--- config.mk ---
export PLATFORM = sky130hd
export DESIGN_NAME = tiny_sig_monitor
export DESIGN_NICKNAME = d
export VERILOG_FILES = /design/src/rtl/tiny_sig_monitor.sv
export SDC_FILE = /design/constraint.sdc
export NUM_CORES = 1
export LEC_CHECK = 0
export BUFFER_PORTS_ARGS = -buffer_cell sky130_fd_sc_hd__buf_4
export CORE_MARGIN = 4
export CORE_UTILIZATION = 30
export DETAILED_ROUTE_END_ITERATION = 16
export GPL_ROUTABILITY_DRIVEN = 0
export HOLD_SLACK_MARGIN = 0.02
export RECOVER_POWER = 100
export SETUP_SLACK_MARGIN = 0.1
export SYNTH_ARGS = -nofsm -noshare
export SYNTH_HDL_FRONTEND = slang
export SYNTH_SLANG_ARGS = --single-unit
--- constraint.sdc ---
create_clock -name clk -period 3.05 [get_ports clk]
set_clock_uncertainty 0.2 [all_clocks]
set_input_delay 0.4575 -clock clk [delete_from_list [all_inputs] [get_ports clk]]
set_output_delay 0.4575 -clock clk [all_outputs]
set_load 0.05 [all_outputs]
--- src/rtl/tiny_sig_monitor.sv ---
// -----------------------------------------------------------------------------
// tiny_sig_monitor
// Passive snooper for the unified core <-> memory bus in tiny_thumb_core
// simulations. It shadows writes to NUM_SIGS signature words, watches for the
// program's exit-code ("done") write, runs a watchdog, and reports a sticky
// pass/fail verdict with a per-channel fail mask and a RUN cycle count.
// The monitor only observes the bus; it never drives it.
//
// Ports
//   clk, rst            clock (rising edge) and synchronous active-high reset
//   mem_valid/we/ready  snooped handshake; a transfer completes on valid&ready
//   mem_addr/wdata/wstrb snooped byte address, write data and byte strobes
//   sig_expected        expected words, channel i in [32*i+31:32*i]
//   sig_enable          per-channel check enable, sampled only in CHECK
//   done/pass/fail      sticky verdict flags
//   timeout, bad_exit   sticky failure causes (watchdog / exit code != 1)
//   fail_mask           enabled channels that mismatched or were never written
//   cycle_count         RUN cycles elapsed, frozen once the run ends
// -----------------------------------------------------------------------------
module tiny_sig_monitor #(
   parameter int          NUM_SIGS       = 4,
   parameter logic [31:0] SIG_BASE       = 32'h0000_0100,
   parameter logic [31:0] DONE_ADDR      = 32'h0000_01FC,
   parameter int          TIMEOUT_CYCLES = 1000,
   parameter int          CNT_W          = 32
) (
   input  logic                   clk,
   input  logic                   rst,
   input  logic                   mem_valid,
   input  logic                   mem_we,
   input  logic [31:0]            mem_addr,
   input  logic [31:0]            mem_wdata,
   input  logic [3:0]             mem_wstrb,
   input  logic                   mem_ready,
   input  logic [32*NUM_SIGS-1:0] sig_expected,
   input  logic [NUM_SIGS-1:0]    sig_enable,
   output logic                   done,
   output logic                   pass,
   output logic                   fail,
   output logic                   timeout,
   output logic                   bad_exit,
   output logic [NUM_SIGS-1:0]    fail_mask,
   output logic [CNT_W-1:0]       cycle_count
);

   typedef enum logic [1:0] {
      ST_RUN   = 2'd0,
      ST_CHECK = 2'd1,
      ST_PASS  = 2'd2,
      ST_FAIL  = 2'd3
   } state_t;

   // Last RUN-counter value before expiry; the watchdog uses its own counter
   // so it is unaffected by cycle_count wrapping when CNT_W is narrow.
   localparam logic [31:0] WD_LAST = 32'(TIMEOUT_CYCLES - 1);

   state_t              state_r;
   logic [31:0]         shadow_r [NUM_SIGS];
   logic [NUM_SIGS-1:0] seen_r;
   logic [31:0]         wd_cnt_r;

   logic                wr_hit_s;
   logic                done_hit_s;
   logic                wd_expire_s;
   logic [NUM_SIGS-1:0] chan_hit_s;
   logic [NUM_SIGS-1:0] mask_s;
   logic                unused_s;

   // Byte-lane merge: strobed lanes take the new data, the rest keep old data.
   function automatic logic [31:0] merge_bytes(input logic [31:0] old_word,
                                               input logic [31:0] new_word,
                                               input logic [3:0]  strb);
      logic [31:0] res;
      for (int b = 0; b < 4; b++) begin
         res[8*b +: 8] = strb[b] ? new_word[8*b +: 8] : old_word[8*b +: 8];
      end
      return res;
   endfunction

   // Byte offset within a word plays no part in address matching.
   assign unused_s    = ^mem_addr[1:0];

   assign wr_hit_s    = mem_valid & mem_we & mem_ready;
   assign done_hit_s  = wr_hit_s && (mem_addr[31:2] == DONE_ADDR[31:2]) && (mem_wstrb == 4'hF);
   assign wd_expire_s = (wd_cnt_r == WD_LAST);

   // Word-address decode of the signature channels.
   always_comb begin
      chan_hit_s = '0;
      for (int i = 0; i < NUM_SIGS; i++) begin
         if (wr_hit_s && (mem_addr[31:2] == (SIG_BASE[31:2] + 30'(i)))) begin
            chan_hit_s[i] = 1'b1;
         end else begin
            chan_hit_s[i] = 1'b0;
         end
      end
   end

   // Per-channel verdict: enabled channels fail if never written or mismatched.
   always_comb begin
      mask_s = '0;
      for (int i = 0; i < NUM_SIGS; i++) begin
         if (sig_enable[i] && (!seen_r[i] || (shadow_r[i] != sig_expected[32*i +: 32]))) begin
            mask_s[i] = 1'b1;
         end else begin
            mask_s[i] = 1'b0;
         end
      end
   end

   // Shadow capture of signature writes; only active while the program runs.
   always_ff @(posedge clk) begin
      if (rst) begin
         for (int i = 0; i < NUM_SIGS; i++) begin
            shadow_r[i] <= 32'h0000_0000;
         end
         seen_r <= '0;
      end else if (state_r == ST_RUN) begin
         for (int i = 0; i < NUM_SIGS; i++) begin
            if (chan_hit_s[i]) begin
               shadow_r[i] <= merge_bytes(shadow_r[i], mem_wdata, mem_wstrb);
               // An all-zero strobe transfers no data, so it does not count as a write.
               if (mem_wstrb != 4'h0) begin
                  seen_r[i] <= 1'b1;
               end
            end
         end
      end
   end

   // Verdict FSM with counters and sticky registered outputs.
   always_ff @(posedge clk) begin
      if (rst) begin
         state_r     <= ST_RUN;
         wd_cnt_r    <= 32'd0;
         cycle_count <= '0;
         done        <= 1'b0;
         pass        <= 1'b0;
         fail        <= 1'b0;
         timeout     <= 1'b0;
         bad_exit    <= 1'b0;
         fail_mask   <= '0;
      end else begin
         case (state_r)
            ST_RUN: begin
               cycle_count <= cycle_count + CNT_W'(1);
               wd_cnt_r    <= wd_cnt_r + 32'd1;
               // A done write beats a watchdog expiry in the same cycle.
               if (done_hit_s) begin
                  if (mem_wdata == 32'd1) begin
                     state_r <= ST_CHECK;
                  end else begin
                     state_r  <= ST_FAIL;
                     done     <= 1'b1;
                     fail     <= 1'b1;
                     bad_exit <= 1'b1;
                  end
               end else if (wd_expire_s) begin
                  state_r <= ST_FAIL;
                  done    <= 1'b1;
                  fail    <= 1'b1;
                  timeout <= 1'b1;
               end else begin
                  state_r <= ST_RUN;
               end
            end
            ST_CHECK: begin
               fail_mask <= mask_s;
               done      <= 1'b1;
               if (mask_s == '0) begin
                  state_r <= ST_PASS;
                  pass    <= 1'b1;
               end else begin
                  state_r <= ST_FAIL;
                  fail    <= 1'b1;
               end
            end
            ST_PASS: begin
               state_r <= ST_PASS;
            end
            ST_FAIL: begin
               state_r <= ST_FAIL;
            end
            default: begin
               state_r <= ST_FAIL;
               done    <= 1'b1;
               fail    <= 1'b1;
            end
         endcase
      end
   end

endmodule

==> impl_metrics.ini, run 1 <==
[sta]
finalMaxSlewViolations = 0
final-hold-violation-count = 0
achievable-frequency_mhz = 377.6
tightest_slew_ns = 0.8138
finalSetupViolCount = 0
slew_headroom = 0.4575
period_share = 0.8684
layout_setup_ws_ns = 0.4015
grt_setup_unrepaired = false
post-route-min-period_ns = 2.649
setup_tns_ns = 0

[pwr]
largest_vdd_supply_drop_v = 0.0003581
leak_pwr_nw = 5.549
power_per_cell_area_nw_per_um2 = 498.4
share_seq_of_total_power = 0.473
p_comb_frac = 0.088
power.switching_mw = 1.505
power.share.switching = 0.2317
internal_power_mw = 4.990
power_frac_clock = 0.439

[synth]
yosysWarningCount = 0
synth_sequential_area_ratio = 0.5478
syn_nets = 1117
yosys_register_bits = 207
avgSynthCellArea_um2 = 10.88
synth_edf_count = 128
synth_ff_type = sky130_fd_sc_hd__edfxtp_1
postSynth.asyncResetShare = 0
synthDistinctLibCells = 39
synth_area_um2 = 9904
gate_count_of_the_mapped_netlist = 910

[status]
outcome = finished, final reports clean

[finish]
multiInputGateArea_um2 = 4234
finalNetCount = 1372
nFillCells = 3252
finish.instance_area_um2 = 13030
core_util_final = 0.4005
insertedDiodeCount = 0
post_route_cells_drive_above_1_share = 0.2257
layout.cells.most_common = sky130_fd_sc_hd__buf_4
synthToLayoutAreaGrowth_pct = 31.56
area.sequential_um2 = 5425
layoutNonFillerInstCount = 1625
most-common-layout-cells = 209 x sky130_fd_sc_hd__buf_4, 153 x sky130_fd_sc_hd__xor2_1, 146 x sky130_fd_sc_hd__and3_1

[grt]
grt_pass1_wl_mm = 46.64
overflow = 0
first_global_vias = 7732
number_of_antenna_violations_at_the_first_check_in_global_routing = 1
total_routing_usage_reported_by_global_routing = 0.1679
grt_max_degree = 94

[clocking]
tritoncts = built
tritoncts.num_buffers = 24
cts.sinks = 207
clkSlewWorstSetupHoldPaths_ns = 0.06
post_cts.repair.setup_buffers = 0
clk_root_buffer_cell = sky130_fd_sc_hd__clkbuf_16
cts_max_path_buffers = 3
cts_hold_repair.buffers = 0
clk-insertion-delay-late_ns = 0.53
cts-htree-levels = 1
cts_resized = 0

[route]
met3_length_mm = 2.746
drt-pass1-iter-count = 5
top_layer_in_use = met4
routed_wl_mm = 31.71
antenna_violating_nets_post_route = 0
drt_iter0_markers = 614
wl_per_cell_um = 19.51
route.met2.wl_mm = 14.40
vias_per_std_cell = 4.854
vias = 7887
post-route-drc-count = 0
wl_met1_mm = 13.54

[setup_path]
crit_path_max_fanout = 19
required_time_at_the_endpoint_of_the_critical_path_ns = 3.03
cp_data_arrival_time_ns = 2.63
critPathCaptureType = flop
crit_path_start_kind = flop
timing_worst_setup_path_type = flop to flop

[die]
io_pins = 246
die_w_um = 189.7
fp-row-count = 66
floorplan.initialDensity = 0.3044
placeableCoreArea_um2 = 32540
die_area_um2 = 35990
dieHeight_um = 189.7

[flow_run]
number_of_max_cap_violations = 0

[placed_design]
port_buffers = 243
dp_hpwl_mm = 23.57
place_ws_ns = 0.1426
placement.cell_area_um2 = 12490
dp_cells = 1581

[hold_path]
hp-class = primary input to flop
per-layer routing:
layer / vias up / GRT usage
li1: 3791 / -
met1: 3720 / 0.2215
met2: 315 / 0.2759
met3: 61 / 0.04037
met4: 0 / 0.04897
met5: - / 0
path summary, 6_finish.rpt:
path / start / end / slack, ns / cells past startpoint
max: state_r[1]$_SDFF_PP0_ / shadow_r[1][11]$_SDFFCE_PN0P_ / 0.40 / 8
min: rst / bad_exit$_SDFFE_PP0P_ / 0.09 / 3
max reg2reg: state_r[1]$_SDFF_PP0_ / shadow_r[1][11]$_SDFFCE_PN0P_ / 0.40 / 8
min reg2reg: done$_SDFFE_PP0P_ / done$_SDFFE_PP0P_ / 0.25 / 2
layout make-up:
type                            count  area share
Inverter                            9    0.002593
Clock buffer                       30     0.04964
Timing Repair Buffer              275      0.1532
Clock inverter                     14     0.01085
Multi-Input combinational cell    648      0.3249
Tap cell                          442     0.04244
Sequential cell                   207      0.4164
power by group through the flow:
stage                     sequential (mW)  combinational [mW]  clock, mW
after CTS                            3.07               0.587       2.90
after floorplan                      3.13               0.183          0
final                                3.07               0.575       2.85
after detailed placement             3.13               0.584          0
after global placement               3.13               0.578          0
after global routing                 3.07               0.617       3.02
state kept, by name (all words and copies together) (netlist names):
signal       flops
state_r          2
cycle_count     32
bad_exit         1
done             1
seen_r           4
wd_cnt_r        32
timeout          1
fail_mask        4
shadow_r       128
fail             1
pass             1
synth_stat cells, types with 2 or more instances:
master	count	area (um2)
sky130_fd_sc_hd__inv_1	9	33.78
sky130_fd_sc_hd__nor4_1	44	275.3
sky130_fd_sc_hd__nor3_1	15	75.07
sky130_fd_sc_hd__nand3_1	26	130.1
sky130_fd_sc_hd__nor4_2	5	62.56
sky130_fd_sc_hd__and4_1	9	78.83
sky130_fd_sc_hd__nor4b_1	2	17.52
sky130_fd_sc_hd__mux2i_1	5	50.05
sky130_fd_sc_hd__xor2_1	153	1340
sky130_fd_sc_hd__nor2_1	68	255.2
sky130_fd_sc_hd__nand4_1	23	143.9
sky130_fd_sc_hd__o31a_1	4	35.03
sky130_fd_sc_hd__clkbuf_1	34	127.6
sky130_fd_sc_hd__dfxtp_1	79	1582
sky130_fd_sc_hd__or3_1	12	75.07
sky130_fd_sc_hd__clkbuf_2	2	10.01
sky130_fd_sc_hd__buf_2	7	35.03
sky130_fd_sc_hd__or4_1	2	15.01
sky130_fd_sc_hd__xnor2_1	27	236.5
sky130_fd_sc_hd__nor2b_1	2	12.51
sky130_fd_sc_hd__and2_1	5	31.28
sky130_fd_sc_hd__and3_1	146	913.4
sky130_fd_sc_hd__buf_1	3	11.26
sky130_fd_sc_hd__ha_1	2	25.02
sky130_fd_sc_hd__o21ai_0	11	55.05
sky130_fd_sc_hd__and3b_1	2	17.52
sky130_fd_sc_hd__a21oi_1	20	100.1
sky130_fd_sc_hd__nand2_1	55	206.5
sky130_fd_sc_hd__edfxtp_1	128	3844
stage by stage:
step | total power [mW] | hold slack (ns)
final | 6.495 | 0.09436
after global routing | 6.710 | 0.1068
after CTS | 6.558 | 0.08539
after detailed placement | 3.715 | 0.2424
after global placement | 3.709 | 0.2406
after floorplan | 3.309 | 0.2364
critical path, stage by stage (launching register included):
cell	delay [ns]
sky130_fd_sc_hd__dfxtp_1	0.34
sky130_fd_sc_hd__or2_0	0.36
sky130_fd_sc_hd__nor4_1	0.34
sky130_fd_sc_hd__clkbuf_1	0.22
sky130_fd_sc_hd__and3b_1	0.24
sky130_fd_sc_hd__buf_12	0.15
sky130_fd_sc_hd__nand2_1	0.05
sky130_fd_sc_hd__nand2_1	0.06
sky130_fd_sc_hd__clkbuf_1	0.35
logic make-up after synthesis:
kind of cell,share of synthesized area
buffers and inverters,0.02198
muxes,0.005053
xor gates and xnor gates,0.1592
and+or+nand+nor,0.2404
DFF,0.5478
adders and majority gates,0.002526
AOI/OAI and AO/OA,0.02312
Power figures use the tool's default switching activity.
==> run 2: changes to the inputs <==
==> constraint.sdc (replaced) <==
create_clock -name clk -period 3.05 [get_ports clk]
set_clock_uncertainty 0.2 [all_clocks]
set_input_delay 0.4575 -clock clk [delete_from_list [all_inputs] [get_ports clk]]
set_output_delay 0.4575 -clock clk [all_outputs]
set_load 0.005 [all_outputs]
==> impl_metrics.ini, run 2 (synthesis gave the netlist of run 1 again) <==
[sta]
slew_headroom = 0.4538
tightest_slew_ns = 0.8193
period_share = 0.8633
layout_setup_ws_ns = 0.4169
final-hold-violation-count = 0
achievable-frequency_mhz = 379.8
setup_tns_ns = 0
finalSetupViolCount = 0
grt_setup_unrepaired = false
post-route-min-period_ns = 2.633
finalMaxSlewViolations = 0

[flow_run]
number_of_max_cap_violations = 0

[clocking]
tritoncts.num_buffers = 24
cts-htree-levels = 1
tritoncts = built
cts.sinks = 207
clkSlewWorstSetupHoldPaths_ns = 0.06
cts_hold_repair.buffers = 0
post_cts.repair.setup_buffers = 0
cts_resized = 0
clk_root_buffer_cell = sky130_fd_sc_hd__clkbuf_16
clk-insertion-delay-late_ns = 0.53
cts_max_path_buffers = 3

[status]
outcome = finished, final reports clean

[grt]
number_of_antenna_violations_at_the_first_check_in_global_routing = 1
overflow = 0
grt_max_degree = 94
first_global_vias = 7732
grt_pass1_wl_mm = 46.64
total_routing_usage_reported_by_global_routing = 0.1679

[setup_path]
required_time_at_the_endpoint_of_the_critical_path_ns = 3.03
cp_data_arrival_time_ns = 2.61
timing_worst_setup_path_type = flop to flop
crit_path_max_fanout = 19
reg2reg_slack_ns = 0.42
crit_path_start_kind = flop
critPathCaptureType = flop

[finish]
synthToLayoutAreaGrowth_pct = 32.35
most-common-layout-cells = 209 x sky130_fd_sc_hd__buf_4, 153 x sky130_fd_sc_hd__xor2_1, 146 x sky130_fd_sc_hd__and3_1
layoutNonFillerInstCount = 1625
finalNetCount = 1372
max_ffs_per_register = 128
post_route_cells_drive_above_1_share = 0.2434
reg_top3 = shadow_r (128), cycle_count (32), wd_cnt_r (32)
registers.top_by_ff_count = shadow_r
layout.cells.most_common = sky130_fd_sc_hd__buf_4
insertedDiodeCount = 0

[placed_design]
dp_hpwl_mm = 23.57
dp_cells = 1581
place_ws_ns = 0.1426
port_buffers = 243

[die]
placeableCoreArea_um2 = 32540
fp-row-count = 66
die_area_um2 = 35990
die_w_um = 189.7
io_pins = 246
dieHeight_um = 189.7
floorplan.initialDensity = 0.3044

[route]
post-route-drc-count = 0
wl_per_cell_um = 19.55
drt-pass1-iter-count = 5
antenna_violating_nets_post_route = 0
drt_iter0_markers = 615
vias = 7895
vias_per_std_cell = 4.858
routed_wl_mm = 31.76

[hold_path]
hp-class = primary input to flop

[pwr]
power_per_cell_area_nw_per_um2 = 494.6
largest_vdd_supply_drop_v = 0.0003583
leak_pwr_nw = 5.626
-- run 2: cell counts in the layout (fill, tap and decap cells not counted) --
No cell type changed its count.
-- run 2: critical path, stage by stage (launching register included) --
cell and delay (ns):
sky130_fd_sc_hd__dfxtp_1 0.34, sky130_fd_sc_hd__or2_0 0.36, sky130_fd_sc_hd__nor4_1 0.33, sky130_fd_sc_hd__clkbuf_1 0.22, sky130_fd_sc_hd__and3b_1 0.24, sky130_fd_sc_hd__buf_12 0.15
sky130_fd_sc_hd__nand2_1 0.05, sky130_fd_sc_hd__nand2_1 0.06, sky130_fd_sc_hd__clkbuf_1 0.35
-- run 2: worst paths after layout --
kind,start,to,cells past startpoint
worst min-delay path,rst,bad_exit$_SDFFE_PP0P_,3
worst max-delay path,state_r[1]$_SDFF_PP0_,shadow_r[1][11]$_SDFFCE_PN0P_,8
worst max register to register,state_r[1]$_SDFF_PP0_,shadow_r[1][11]$_SDFFCE_PN0P_,8
worst min register to register,done$_SDFFE_PP0P_,done$_SDFFE_PP0P_,2
-- run 2: final cells by class --
| type | instances | area [um2] |
|---|---|---|
| tap | 442 | 553.0 |
| clock buffer | 30 | 646.9 |
| sequential | 207 | 5425 |
| multi-input combinational | 648 | 4234 |
| inverter | 9 | 33.78 |
| timing repair buffer | 275 | 2074 |
| clock inverter | 14 | 141.4 |
| fill | 3230 | 19430 |
-- run 2: metal layers --
layer  track usage  share of wire  vias to the layer above
li1              -              -                     3788
met1        0.2215           0.42                     3723
met2        0.2759           0.45                      323
met3       0.04037          0.091                       61
met4       0.04897          0.032                        0
met5             0              0                        -
-- run 2: per-stage QoR --
stage / area [um2] / util / total power [mW] / hold WS [ns]
4_1_cts: 13280 / 0.4081 / 6.546 / 0.08539
3_5_place_dp: 12490 / 0.3838 / 3.703 / 0.2424
3_3_place_gp: 12490 / 0.3838 / 3.697 / 0.2406
2_1_floorplan: 9905 / - / 3.297 / 0.2364
5_1_grt: 13110 / 0.4029 / 6.699 / 0.1068
6_report: 13110 / 0.4029 / 6.484 / 0.09220
-- run 2: power by group --
part | internal, mW | leakage [nW] | switching [mW]
Sequential | 3.03 | 1.96 | 0.0411
Clock | 1.68 | 0.393 | 1.17
Combinational | 0.279 | 3.27 | 0.285
